### src/rtl/request_collector_pkg.sv
// Shared constants and FSM encoding for the request collector.
package request_collector_pkg;

    localparam int N    = 8;
    localparam int IDXW = 3;

    typedef enum logic [1:0] {
        ST_IDLE  = 2'd0,
        ST_ISSUE = 2'd1,
        ST_WAIT  = 2'd2
    } state_e;

endpackage

### src/rtl/request_collector_lowest_bit_index.sv
// Priority encoder: index of the lowest set bit of an N-bit vector.
module lowest_bit_index #(
    parameter int N    = request_collector_pkg::N,
    parameter int IDXW = request_collector_pkg::IDXW
) (
    input  logic [N-1:0]    vec_i,
    output logic [IDXW-1:0] idx_o,
    output logic            valid_o
);

    // Scan from the top so the lowest set bit is the last one written.
    always_comb begin
        idx_o = '0;
        for (int i = N - 1; i >= 0; i--) begin
            if (vec_i[i]) begin
                idx_o = IDXW'(i);
            end
        end
    end

    assign valid_o = |vec_i;

endmodule

### src/rtl/request_collector.sv
// Collects single-cycle client requests into a sticky pending vector and
// runs one service at a time on a shared resource, chosen by an external arbiter.
//
// state    | meaning
// ST_IDLE  | no service in flight; waiting for a qualifying grant
// ST_ISSUE | start pulse out for start_idx
// ST_WAIT  | waiting for done from the shared resource
module request_collector #(
    parameter int N    = request_collector_pkg::N,
    parameter int IDXW = request_collector_pkg::IDXW
) (
    input  logic            clk,
    input  logic            reset,
    input  logic [N-1:0]    req,
    output logic [N-1:0]    pending,
    input  logic [N-1:0]    grant,
    output logic            start,
    output logic [IDXW-1:0] start_idx,
    output logic            busy,
    input  logic            done,
    output logic [N-1:0]    ack,
    output logic [N-1:0]    overflow
);
    import request_collector_pkg::*;

    state_e          state_q;
    logic [N-1:0]    pending_q;
    logic [N-1:0]    pending_d;
    logic [N-1:0]    ack_q;
    logic [N-1:0]    overflow_q;
    logic [N-1:0]    overflow_d;
    logic [N-1:0]    clear_vec;
    logic [N-1:0]    grant_eligible;
    logic            start_q;
    logic            busy_q;
    logic [IDXW-1:0] start_idx_q;
    logic [IDXW-1:0] sel_idx;
    logic            sel_valid;

    // Grants for clients with nothing pending are meaningless and dropped here.
    assign grant_eligible = grant & pending_q;

    lowest_bit_index #(
        .N    (N),
        .IDXW (IDXW)
    ) u_sel (
        .vec_i   (grant_eligible),
        .idx_o   (sel_idx),
        .valid_o (sel_valid)
    );

    // A new request on the clearing edge re-arms the bit (set wins) and is not an overflow.
    always_comb begin
        clear_vec = '0;
        if (state_q == ST_WAIT && done) begin
            clear_vec[start_idx_q] = 1'b1;
        end
        pending_d  = (pending_q & ~clear_vec) | req;
        overflow_d = req & pending_q & ~clear_vec;
    end

    always_ff @(posedge clk or posedge reset) begin
        if (reset) begin
            pending_q  <= '0;
            ack_q      <= '0;
            overflow_q <= '0;
        end else begin
            pending_q  <= pending_d;
            ack_q      <= clear_vec;
            overflow_q <= overflow_d;
        end
    end

    always_ff @(posedge clk or posedge reset) begin
        if (reset) begin
            state_q     <= ST_IDLE;
            start_q     <= 1'b0;
            busy_q      <= 1'b0;
            start_idx_q <= '0;
        end else begin
            start_q <= 1'b0;
            case (state_q)
                ST_IDLE: begin
                    if (sel_valid) begin
                        state_q     <= ST_ISSUE;
                        start_idx_q <= sel_idx;
                        start_q     <= 1'b1;
                        busy_q      <= 1'b1;
                    end
                end
                ST_ISSUE: begin
                    state_q <= ST_WAIT;
                end
                ST_WAIT: begin
                    if (done) begin
                        state_q <= ST_IDLE;
                        busy_q  <= 1'b0;
                    end
                end
                default: begin
                    state_q <= ST_IDLE;
                    busy_q  <= 1'b0;
                end
            endcase
        end
    end

    assign pending   = pending_q;
    assign start     = start_q;
    assign start_idx = start_idx_q;
    assign busy      = busy_q;
    assign ack       = ack_q;
    assign overflow  = overflow_q;

endmodule

### config.mk
export PLATFORM = sky130hd
export DESIGN_NAME = request_collector
export DESIGN_NICKNAME = d
export VERILOG_FILES = /design/src/rtl/request_collector_pkg.sv /design/src/rtl/request_collector_lowest_bit_index.sv /design/src/rtl/request_collector.sv
export SDC_FILE = /design/constraint.sdc
export NUM_CORES = 1
export LEC_CHECK = 0
export ABC_AREA = 1
export CORE_ASPECT_RATIO = 2
export CORE_UTILIZATION = 44
export CTS_BUF_LIST = sky130_fd_sc_hd__clkbuf_8
export DETAILED_ROUTE_END_ITERATION = 16
export PLACE_DENSITY = 0.81
export SLEW_MARGIN = 30
export SYNTH_ARGS = -nofsm -noshare
export SYNTH_HDL_FRONTEND = slang
export SYNTH_SLANG_ARGS = --single-unit
### constraint.sdc
create_clock -name clk -period 1.9 [get_ports clk]
set_clock_uncertainty 0.1 [all_clocks]
set_input_delay 0.38 -clock clk [delete_from_list [all_inputs] [get_ports clk]]
set_output_delay 0.38 -clock clk [all_outputs]
set_load 0.01 [all_outputs]
==> key figures, run 1 <==
STA
  • Final WS setup: between 0.1 and 0.15 ns
  • Fin crit period: 1.781 ns
  • Final Max Tran Viols: 0
  • Hold Vio Cnt, Final: 0
  • Worst hold slack: 0.3688 ns
  • Final period utilization: 0.9373
  • Slew HR: 0.7513
  • FMAX: between 0.5 and 0.6 GHz
  • Worst-Margin Slew: ~0.37 ns
  • RSZ-0062 raised after global routing: no
  • Final setup vio count: 0

Critical path
  • Slowest cell on the critical path: clkdlybuf4s50_1
  • Crit Path Max Fanout: 6
  • Crit path buffers/inverters: 1
  • Arrival time at the worst endpoint: approximately 1.3 ns
  • CP endpoint kind: primary output
  • Setup CP Type: flip-flop to primary output
  • Crit-path max cell delay: approximately 0.58 ns
  • Delay-heaviest family, CP: buffers and inverters
  • CP cell instances: clkdlybuf4s50_1
  • Required time of the critical path: ~1.4 ns
  • CP startpoint kind: flip-flop

Floorplanning
  • IO Pins: 48
  • Die Width: a little under 40 um
  • Full die area: between 2000 and 3000 um2
  • Height of the die: between 70 and 80 um
  • Effective utilization at floorplan: 0.4708
  • Core area: 2570 um2
  • # rows: 26

Cells and area
  • Final core utilization: 0.7035
  • Diodes inserted: 0
  • Area of the multi-input gates: around 330 um2
  • Fin nets: roughly 210
  • Share of cells above drive strength 1: 0.07895
  • Seq. cell area: a little under 800 um2
  • Synth-to-Final Area Change: 49.43%
  • Non-Filler Instances: about 220
  • Layout fillers: around 220

Power and ir drop
  • Switching Share: 0.3190
  • Leak: ~0.94 nW
  • Clock share of power: 0.241
  • Psw: ~0.62 mW
  • P_int: around 1.3 mW
  • Sequential power share: 0.444
  • Maximum vdd drop: between 0.8 and 0.9 mV
  • Power Density: between 1000 and 1500 nW/um2
  • Pwr Total: 1.948 mW
  • Logic pwr share: 0.315

Status
  • Status: completed

Clock network
  • Setup bufs post-CTS: 0
  • CTS Buf Count: 5
  • Worst-path clk slew: approximately 0.06 ns
  • H-tree levels: 2
  • Resized cells post-CTS: 0
  • Num Clock Sinks: 31
  • Max clock buf depth: 2
  • CTS tree: yes
  • Clock root buffer master: clkbuf_8
  • Later-pin clock latency in the skew report: between 0.2 and 0.3 ns
  • Post-CTS Hold Buffers: 0

Synth
  • Ys flop type: dfrtp_1
  • Mean area per synthesized cell: slightly above 9 um2
  • Async SR Flop Fraction: 1.000
  • Syn Inst Count: about 130
  • Top cell type's share of synthesized area: 0.6412
  • Post-Syn Area: around 1200 um2
  • Cell variety after synth: 14
  • EDFF count, synth: 0
  • Most common cell in the netlist: nand2_1
  • Syn_nets: about 150
  • Synth area leader: dfrtp_1
  • Ys Warns: 0
  • Register bit total from synthesis: 31
  • Sequential fraction of the synthesis area: 0.6412
  • Ranking of synthesized cells by area: dfrtp_1 64%, nand2_1 14%, inv_1 7.4%
  • Synth top cells by count: 45 x nand2_1, 31 x dfrtp_1, 24 x inv_1

Placed design
  • Pre-CTS setup slack: -0.03313 ns
  • Dpl cells: 210
  • Post-DP HPWL: 2056 um
  • Routability congestion estimate: between 0.8 and 0.9
  • Port bufs: 47

Global routing
  • Global Route Usage Sum: 0.2139
  • Grt total ovfl: 0
  • Largest net degree at the start of global routing: 32
  • Global-route wire length before repair: around 4300 um
  • Vias in the first global route: between 1000 and 1500
  • Initial antenna violation count: 0

Flow run
  • Max Cap Viol: 0

Routing
  • # DRC: 0
  • DRT iter0 DRCs: 25
  • TritonRoute pass-1 iters: 4
  • Antenna Nets Post-Route: 0
  • WL per Instance: 12.10 um
  • DR vias/cell: about 4.6
  • Total wire length: 2637 um
  • Via Count: between 1000 and 1500

Worst hold path
  • Worst min path class: input port to asynchronous set/reset pin
-- per-layer routing --
| metal | GRT usage | wire length (um) | vias to the layer above |
|---|---|---|---|
| li1 | - | - | 502 |
| met5 | 0 | 0 | - |
| met2 | 0.3683 | 1544 | 34 |
| met4 | 0.1138 | 87 | 0 |
| met3 | 0.06997 | 131 | 10 |
| met1 | 0.2040 | 874 | 460 |
-- through the flow --
| stage | setup TNS (ns) | instance area [um2] |
|---|---|---|
| after floorplan | 0 | 1210 |
| after global routing | 0 | 1808 |
| after global placement | 0 | 1727 |
| after detailed placement | -0.1113 | 1727 |
| after CTS | 0 | 1808 |
| final | 0 | 1808 |
-- layout by cell type (no fill, tap or decap) --
| cell | netlist | final |
|---|---|---|
| or3b_1 | 1 | 1 |
| nand3b_1 | 1 | 1 |
| nor3_1 | 1 | 1 |
| o21ai_0 | 1 | 1 |
| nand2_1 | 45 | 45 |
| clkbuf_8 | 0 | 5 |
| dfrtp_1 | 31 | 31 |
| clkdlybuf4s50_1 | 0 | 47 |
| nor2_1 | 20 | 20 |
| nand2_2 | 1 | 1 |
| nand3_1 | 1 | 1 |
| inv_1 | 24 | 26 |
| buf_4 | 0 | 3 |
| a31o_2 | 1 | 1 |
| o21ai_2 | 4 | 4 |
| o21a_1 | 1 | 1 |
| clkinv_2 | 0 | 1 |
-- layout make-up --
cell class	count	area share
clock buffers	5	0.03806
clock inverters	3	0.006920
inverters	24	0.04983
multi-input cells	77	0.1841
flip-flops and latches	31	0.4291
well taps	28	0.01938
repair buffers	50	0.2727
-- power groups by stage --
stage          combinational (mW)  sequential, mW  clock [mW]
4_1_cts                     0.622           0.863       0.487
3_5_place_dp                0.618           0.874           0
2_1_floorplan               0.264           0.908           0
5_1_grt                     0.679           0.877       0.513
3_3_place_gp                0.594           0.871           0
6_report                    0.614           0.864       0.470
-- registers in the layout, summed over array words and instances, names as in the netlist --
register   count
ack            8
busy           1
overflow       8
pending        8
start          1
start_idx      3
state_q        2
-- kinds of logic after synthesis --
kind of cell / Yosys count / synth area share
AO/OA/AOI/OAI: 7 / 0.04653
buffers and inverters: 25 / 0.08377
flip-flops: 31 / 0.6412
AND/OR/NAND/NOR: 70 / 0.2285
-- final timing paths --
| kind | start | end | slack (ns) | cells past startpoint |
|---|---|---|---|---|
| hold / removal | reset | overflow[6]$_DFF_PP0_ | 0.37 | 3 |
| setup reg to reg | state_q[1]$_DFFE_PP0P_ | pending[1]$_DFF_PP0_ | 0.43 | 4 |
| max in group asynchronous | reset | state_q[1]$_DFFE_PP0P_ | 1.06 | 3 |
| min in group clk | pending[4]$_DFF_PP0_ | pending[4]$_DFF_PP0_ | 0.42 | 2 |
| hold reg to reg | pending[4]$_DFF_PP0_ | pending[4]$_DFF_PP0_ | 0.42 | 2 |
| setup / recovery | start_idx[1]$_DFFE_PP0P_ | start_idx[1] | 0.12 | 1 |
No activity file was read; power rests on OpenSTA's default activity.
==> inputs of run 2 (changes only) <==
- CTS_CLUSTER_DIAMETER: unset -> 60
- SETUP_SLACK_MARGIN: unset -> 0.1
==> run 2 against run 1 <==
Compared with the run above:
- maximum frequency grew 3.1%
- global-route usage did not move
- setup slack improved by 0.053 ns
- largest power group unchanged
- critical endpoint unchanged
- sequential share of layout area increased by 0.079 points
==> key figures, run 2 (synthesized netlist as in run 1, its figures left out) <==
Status
  • Status: completed

Floorplanning
  • Full die area: 2976 um2 (unchanged)
  • Height of the die: 76.16 um (unchanged)
  • Die Width: 39.08 um (unchanged)
  • Effective utilization at floorplan: 0.4708 (unchanged)
  • # rows: 26 (unchanged)
  • IO Pins: 48 (unchanged)
  • Core area: 2570 um2 (unchanged)

Placed design
  • Dpl cells: 210 (unchanged)
  • Routability congestion estimate: 0.8333 (unchanged)
  • Post-DP HPWL: 2056 um (unchanged)
  • Port bufs: 47 (unchanged)
  • Placed Instance Area: 1727 um2 (unchanged)

Cells and area
  • Non-Filler Instances: 218 (unchanged)
  • Area of the multi-input gates: 332.8 um2 (unchanged)
  • Seq. cell area: 778.2 um2 (+0.32%)
  • Most frequent cells in the layout: 47 x clkdlybuf4s50_1, 45 x nand2_1, 29 x dfrtp_1
  • Commonest non-fill, non-tap cell in the layout: clkdlybuf4s50_1
  • Fin area: 1810 um2 (+0.14%)
  • Synth-to-Final Area Change: 49.64%
  • Final core utilization: 0.7045 (+0.0009740)
  • Fin nets: 208 (unchanged)
  • Share of cells above drive strength 1: 0.08947 (+0.01053)
  • Diodes inserted: 0 (unchanged)
  • Layout fillers: 215 (-0.46%)

Global routing
  • Vias in the first global route: 1012 (unchanged)
  • Global-route wire length before repair: 4305 um (unchanged)
  • Initial antenna violation count: 0 (unchanged)
  • Global Route Usage Sum: 0.2139 (unchanged)
  • Largest net degree at the start of global routing: 32 (unchanged)
  • Grt total ovfl: 0 (unchanged)

Power and ir drop
  • P_int: 1.330 mW (+0.30%)
  • Psw: 0.6213 mW (about the same)
  • Maximum vdd drop: 0.8086 mV (about the same)
  • Power Density: 1078 nW/um2 (about the same)
  • Logic pwr share: 0.315 (about the same)
  • Leak: 0.9357 nW (-0.27%)
  • Switching Share: 0.3183 (-0.0006513)
  • Clock share of power: 0.241 (about the same)
  • Sequential power share: 0.445 (about the same)

Critical path
  • CP cell instances: clkdlybuf4s50_1
  • Crit path buffers/inverters: 1 (unchanged)
  • Required time of the critical path: 1.42 ns (about the same)
  • CP startpoint kind: flip-flop
  • Crit Path Max Fanout: 6 (unchanged)
  • CP endpoint kind: primary output
  • Arrival time at the worst endpoint: 1.25 ns (-0.05 ns)
  • Delay-heaviest family, CP: buffers and inverters
  • Slowest cell on the critical path: clkdlybuf4s50_1
  • Crit-path max cell delay: 0.55 ns (-0.03 ns)
  • Setup CP Type: flip-flop to primary output

STA
  • RSZ-0062 raised after global routing: no
  • Hold Vio Cnt, Final: 0 (unchanged)
  • Final period utilization: 0.9093 (-0.02801)
  • FMAX: 0.5788 GHz (+3.1%)
  • Worst-Margin Slew: 0.3729 ns (-0.0001060 ns)
  • Fin crit period: 1.728 ns (-0.05322 ns)
  • Final setup vio count: 0 (unchanged)
  • Slew HR: 0.7514 (about the same)
  • Final Max Tran Viols: 0 (unchanged)

Routing
  • DRT iter0 DRCs: 25 (unchanged)
  • Total wire length: 2637 um (unchanged)
  • DR vias/cell: 4.615 (unchanged)
  • WL per Instance: 12.10 um (unchanged)
  • TritonRoute pass-1 iters: 4 (unchanged)
  • # DRC: 0 (unchanged)
  • Via Count: 1006 (unchanged)
  • Antenna Nets Post-Route: 0 (unchanged)

Clock network
  • Clock root buffer master: clkbuf_8
  • CTS Buf Count: 5 (unchanged)
  • Setup bufs post-CTS: 0 (unchanged)
  • Resized cells post-CTS: 0 (unchanged)
  • CTS tree: yes
  • Num Clock Sinks: 31 (unchanged)
  • Worst-path clk slew: 0.06 ns (about the same)
  • Max clock buf depth: 2 (unchanged)
  • Later-pin clock latency in the skew report: 0.28 ns (about the same)
  • H-tree levels: 2 (unchanged)
  • Post-CTS Hold Buffers: 0 (unchanged)

Flow run
  • Max Cap Viol: 0 (unchanged)

Worst hold path
  • Worst min path class: input port to asynchronous set/reset pin
run 2: changes by cell type in the layout (fill, tap and decap cells not counted):
cell	change
dfrtp_2	+2
dfrtp_1	-2
run 2: metal layers:
layer / up-vias / share of wire / track usage
li1: 502 / - / -
met1: 460 / 0.33 / 0.2040
met2: 34 / 0.59 / 0.3683
met3: 10 / 0.050 / 0.06997
met4: 0 / 0.033 / 0.1138
met5: - / 0 / 0
run 2: cell type report:
type | instances | area share
Clock buffer | 5 | 0.03801
Tap cell | 28 | 0.01935
Multi-Input combinational cell | 77 | 0.1838
Timing Repair Buffer | 50 | 0.2723
Clock inverter | 3 | 0.006911
Inverter | 24 | 0.04976
Sequential cell | 31 | 0.4299
run 2: worst paths after layout:
check	cells after the start	end	slack, ns	from
min in group clk	2	pending[4]$_DFF_PP0_	0.42	pending[4]$_DFF_PP0_
hold / removal	3	overflow[6]$_DFF_PP0_	0.37	reset
setup reg to reg	4	pending[1]$_DFF_PP0_	0.43	state_q[1]$_DFFE_PP0P_
max in group asynchronous	3	start_idx[2]$_DFFE_PP0P_	1.04	reset
setup / recovery	1	start_idx[1]	0.17	start_idx[1]$_DFFE_PP0P_
hold reg to reg	2	pending[4]$_DFF_PP0_	0.42	pending[4]$_DFF_PP0_
run 2: worst min-delay path, stage by stage:
cell and delay, ns:
clkdlybuf4s50_1 0.39, inv_1 0.05, buf_4 0.34
run 2: metrics by stage:
stage,setup slack [ns],hold slack [ns],power (mW),setup TNS (ns)
final,0.1723,0.3687,1.952,0
after global routing,0.1311,0.4062,2.073,0
after CTS,0.1133,0.3782,1.973,0
after detailed placement,-0.03313,0.4068,1.491,-0.1113
after global placement,0.02538,0.4000,1.465,0
after floorplan,0.5918,0.3835,1.172,0
run 2: power by group through the flow:
stage / clock network (mW) / logic (mW) / registers (mW)
final: 0.470 / 0.614 / 0.868
after global routing: 0.513 / 0.680 / 0.880
after global placement: 0 / 0.594 / 0.871
after detailed placement: 0 / 0.618 / 0.874
after floorplan: 0 / 0.264 / 0.908
after CTS: 0.487 / 0.622 / 0.863
==> inputs of run 3 (changes only) <==
- PLACE_DENSITY: 0.81 -> 0.78
==> run 3 against run 2 <==
Compared with the run above:
- design area is essentially flat
- first-iteration DRC count shrank 20%
- combinational power is essentially flat
- maximum frequency shrank 1.6%
- core utilization is essentially flat
- clock power grew 4%
- setup slack lost 0.029 ns
- die area is the same
- power grew 0.78%
- hold slack gained 0.014 ns
- global-route usage grew 1.8 points
==> key figures, run 3 (synthesized netlist as in run 1, its figures left out) <==
Status
  • Status: completed

Global routing
  • Largest net degree at the start of global routing: 32 (unchanged)
  • Grt total ovfl: 0 (unchanged)
  • Initial antenna violation count: 0 (unchanged)
  • Vias in the first global route: 1087 (+7.4%)
  • Global-route wire length before repair: 4671 um (+8.5%)
  • Global Route Usage Sum: 0.2323 (+0.01840)

Clock network
  • Max clock buf depth: 2 (unchanged)
  • CTS tree: yes
  • Clock root buffer master: clkbuf_8
  • Setup bufs post-CTS: 0 (unchanged)
  • Num Clock Sinks: 31 (unchanged)
  • H-tree levels: 2 (unchanged)
  • Worst-path clk slew: 0.06 ns (about the same)
  • Later-pin clock latency in the skew report: 0.28 ns (about the same)
  • CTS Buf Count: 5 (unchanged)

Routing
  • DRT iter0 DRCs: 20 (-20%)
  • DR vias/cell: 4.651 (+0.80%)
  • Via Count: 1014 (+0.80%)
  • Total wire length: 2777 um (+5.3%)
  • WL per Instance: 12.74 um (+5.3%)
  • Antenna Nets Post-Route: 0 (unchanged)
  • TritonRoute pass-1 iters: 4 (unchanged)
  • # DRC: 0 (unchanged)

Critical path
  • Required time of the critical path: 1.42 ns (about the same)
  • Arrival time at the worst endpoint: 1.28 ns (+0.03 ns)
  • Crit-path max cell delay: 0.57 ns (+0.02 ns)
  • CP endpoint kind: primary output
  • Slowest cell on the critical path: clkdlybuf4s50_1
  • Crit path buffers/inverters: 1 (unchanged)
  • CP cell instances: clkdlybuf4s50_1
  • Setup CP Type: flip-flop to primary output
  • Delay-heaviest family, CP: buffers and inverters
  • CP startpoint kind: flip-flop
  • Crit Path Max Fanout: 5 (-1)

STA
  • FMAX: 0.5694 GHz (-1.6%)
  • Final setup vio count: 0 (unchanged)
  • Hold Vio Cnt, Final: 0 (unchanged)
  • Worst-Margin Slew: 0.3920 ns (+0.01916 ns)
  • Final period utilization: 0.9244 (+0.01505)
  • Fin crit period: 1.756 ns (+0.02860 ns)
  • Slew HR: 0.7386 (-0.01277)
  • Final WS setup: 0.1437 ns (-0.02860 ns)
  • Final Max Tran Viols: 0 (unchanged)
  • RSZ-0062 raised after global routing: no

Placed design
  • Pre-CTS setup slack: -0.02921 ns (+0.003917 ns)
  • Routability congestion estimate: 0.8203 (-1.6%)
  • Post-DP HPWL: 2194 um (+6.7%)
  • Port bufs: 47 (unchanged)
  • Dpl cells: 210 (unchanged)
  • Placed Instance Area: 1727 um2 (unchanged)

Floorplanning
  • Core area: 2570 um2 (unchanged)
  • Height of the die: 76.16 um (unchanged)
  • Die Width: 39.08 um (unchanged)
  • Effective utilization at floorplan: 0.4708 (unchanged)
  • IO Pins: 48 (unchanged)
  • # rows: 26 (unchanged)
  • Full die area: 2976 um2 (unchanged)

Cells and area
  • Share of cells above drive strength 1: 0.09474 (+0.005263)
  • Final core utilization: 0.7050 (about the same)
  • Diodes inserted: 0 (unchanged)
  • Commonest non-fill, non-tap cell in the layout: clkdlybuf4s50_1
  • Fin nets: 208 (unchanged)
  • Fin area: 1812 um2 (about the same)
  • Non-Filler Instances: 218 (unchanged)
  • Layout fillers: 235 (+9.3%)
  • Most frequent cells in the layout: 47 x clkdlybuf4s50_1, 45 x nand2_1, 30 x dfrtp_1
  • Synth-to-Final Area Change: 49.74% (about the same)

Flow run
  • Max Cap Viol: 0 (unchanged)

Power and ir drop
  • Pwr Total: 1.967 mW (+0.78%)
  • Power Density: 1086 nW/um2 (+0.71%)
  • Leak: 0.9340 nW (-0.18%)
  • Maximum vdd drop: 0.7785 mV (-3.7%)

Worst hold path
  • Worst min path class: input port to asynchronous set/reset pin
[run 3: cell count changes in the layout (fill, tap and decap cells not counted)]
cell	delta
inv_1	-2
dfrtp_1	+1
dfrtp_2	-1
clkinv_2	+2
[run 3: power breakdown]
part	internal, mW	switching (mW)	total, mW
Clock	0.250	0.237	0.487
Sequential	0.780	0.0892	0.869
Combinational	0.303	0.308	0.611
[run 3: worst paths after layout]
| check | from | endpoint | slack, ns | depth (start not counted) |
|---|---|---|---|---|
| setup reg to reg | pending[3]$_DFF_PP0_ | start_idx[1]$_DFFE_PP0P_ | 0.44 | 8 |
| hold / removal | reset | overflow[1]$_DFF_PP0_ | 0.38 | 3 |
| hold reg to reg | busy$_DFFE_PP0P_ | busy$_DFFE_PP0P_ | 0.43 | 2 |
| min in group clk | busy$_DFFE_PP0P_ | busy$_DFFE_PP0P_ | 0.43 | 2 |
| setup / recovery | start_idx[2]$_DFFE_PP0P_ | start_idx[2] | 0.14 | 1 |
| max in group asynchronous | reset | start_idx[1]$_DFFE_PP0P_ | 1.01 | 3 |
[run 3: routing by layer]
layer,up-vias,track usage,wire length [um]
met1,480,0.2016,884
li1,500,-,-
met4,0,0.09655,38
met3,3,0.07872,121
met2,31,0.4283,1732
met5,-,0,0
[run 3: area by class of cell]
class / count / area (um2) / share of cell area
Tap cell: 28 / 35.03 / 0.01934
Clock buffer: 5 / 68.82 / 0.03798
Sequential cell: 31 / 777.0 / 0.4289
Inverter: 24 / 90.09 / 0.04972
Timing Repair Buffer: 50 / 493.0 / 0.2721
Multi-Input combinational cell: 77 / 332.8 / 0.1837
Clock inverter: 3 / 15.01 / 0.008287
[run 3: repair_timing]
action | in CTS | in global routing
hold buffers | 0 | 0
setup endpoints to repair | 0 | 1
gates resized for setup | 0 | 1
[run 3: through the flow]
stage | hold slack [ns] | TNS (ns)
CTS | 0.3990 | 0
global route | 0.4429 | 0
finish | 0.3827 | 0
detailed placement | 0.4147 | -0.05713
global placement | 0.4045 | 0
floorplan | 0.3835 | 0
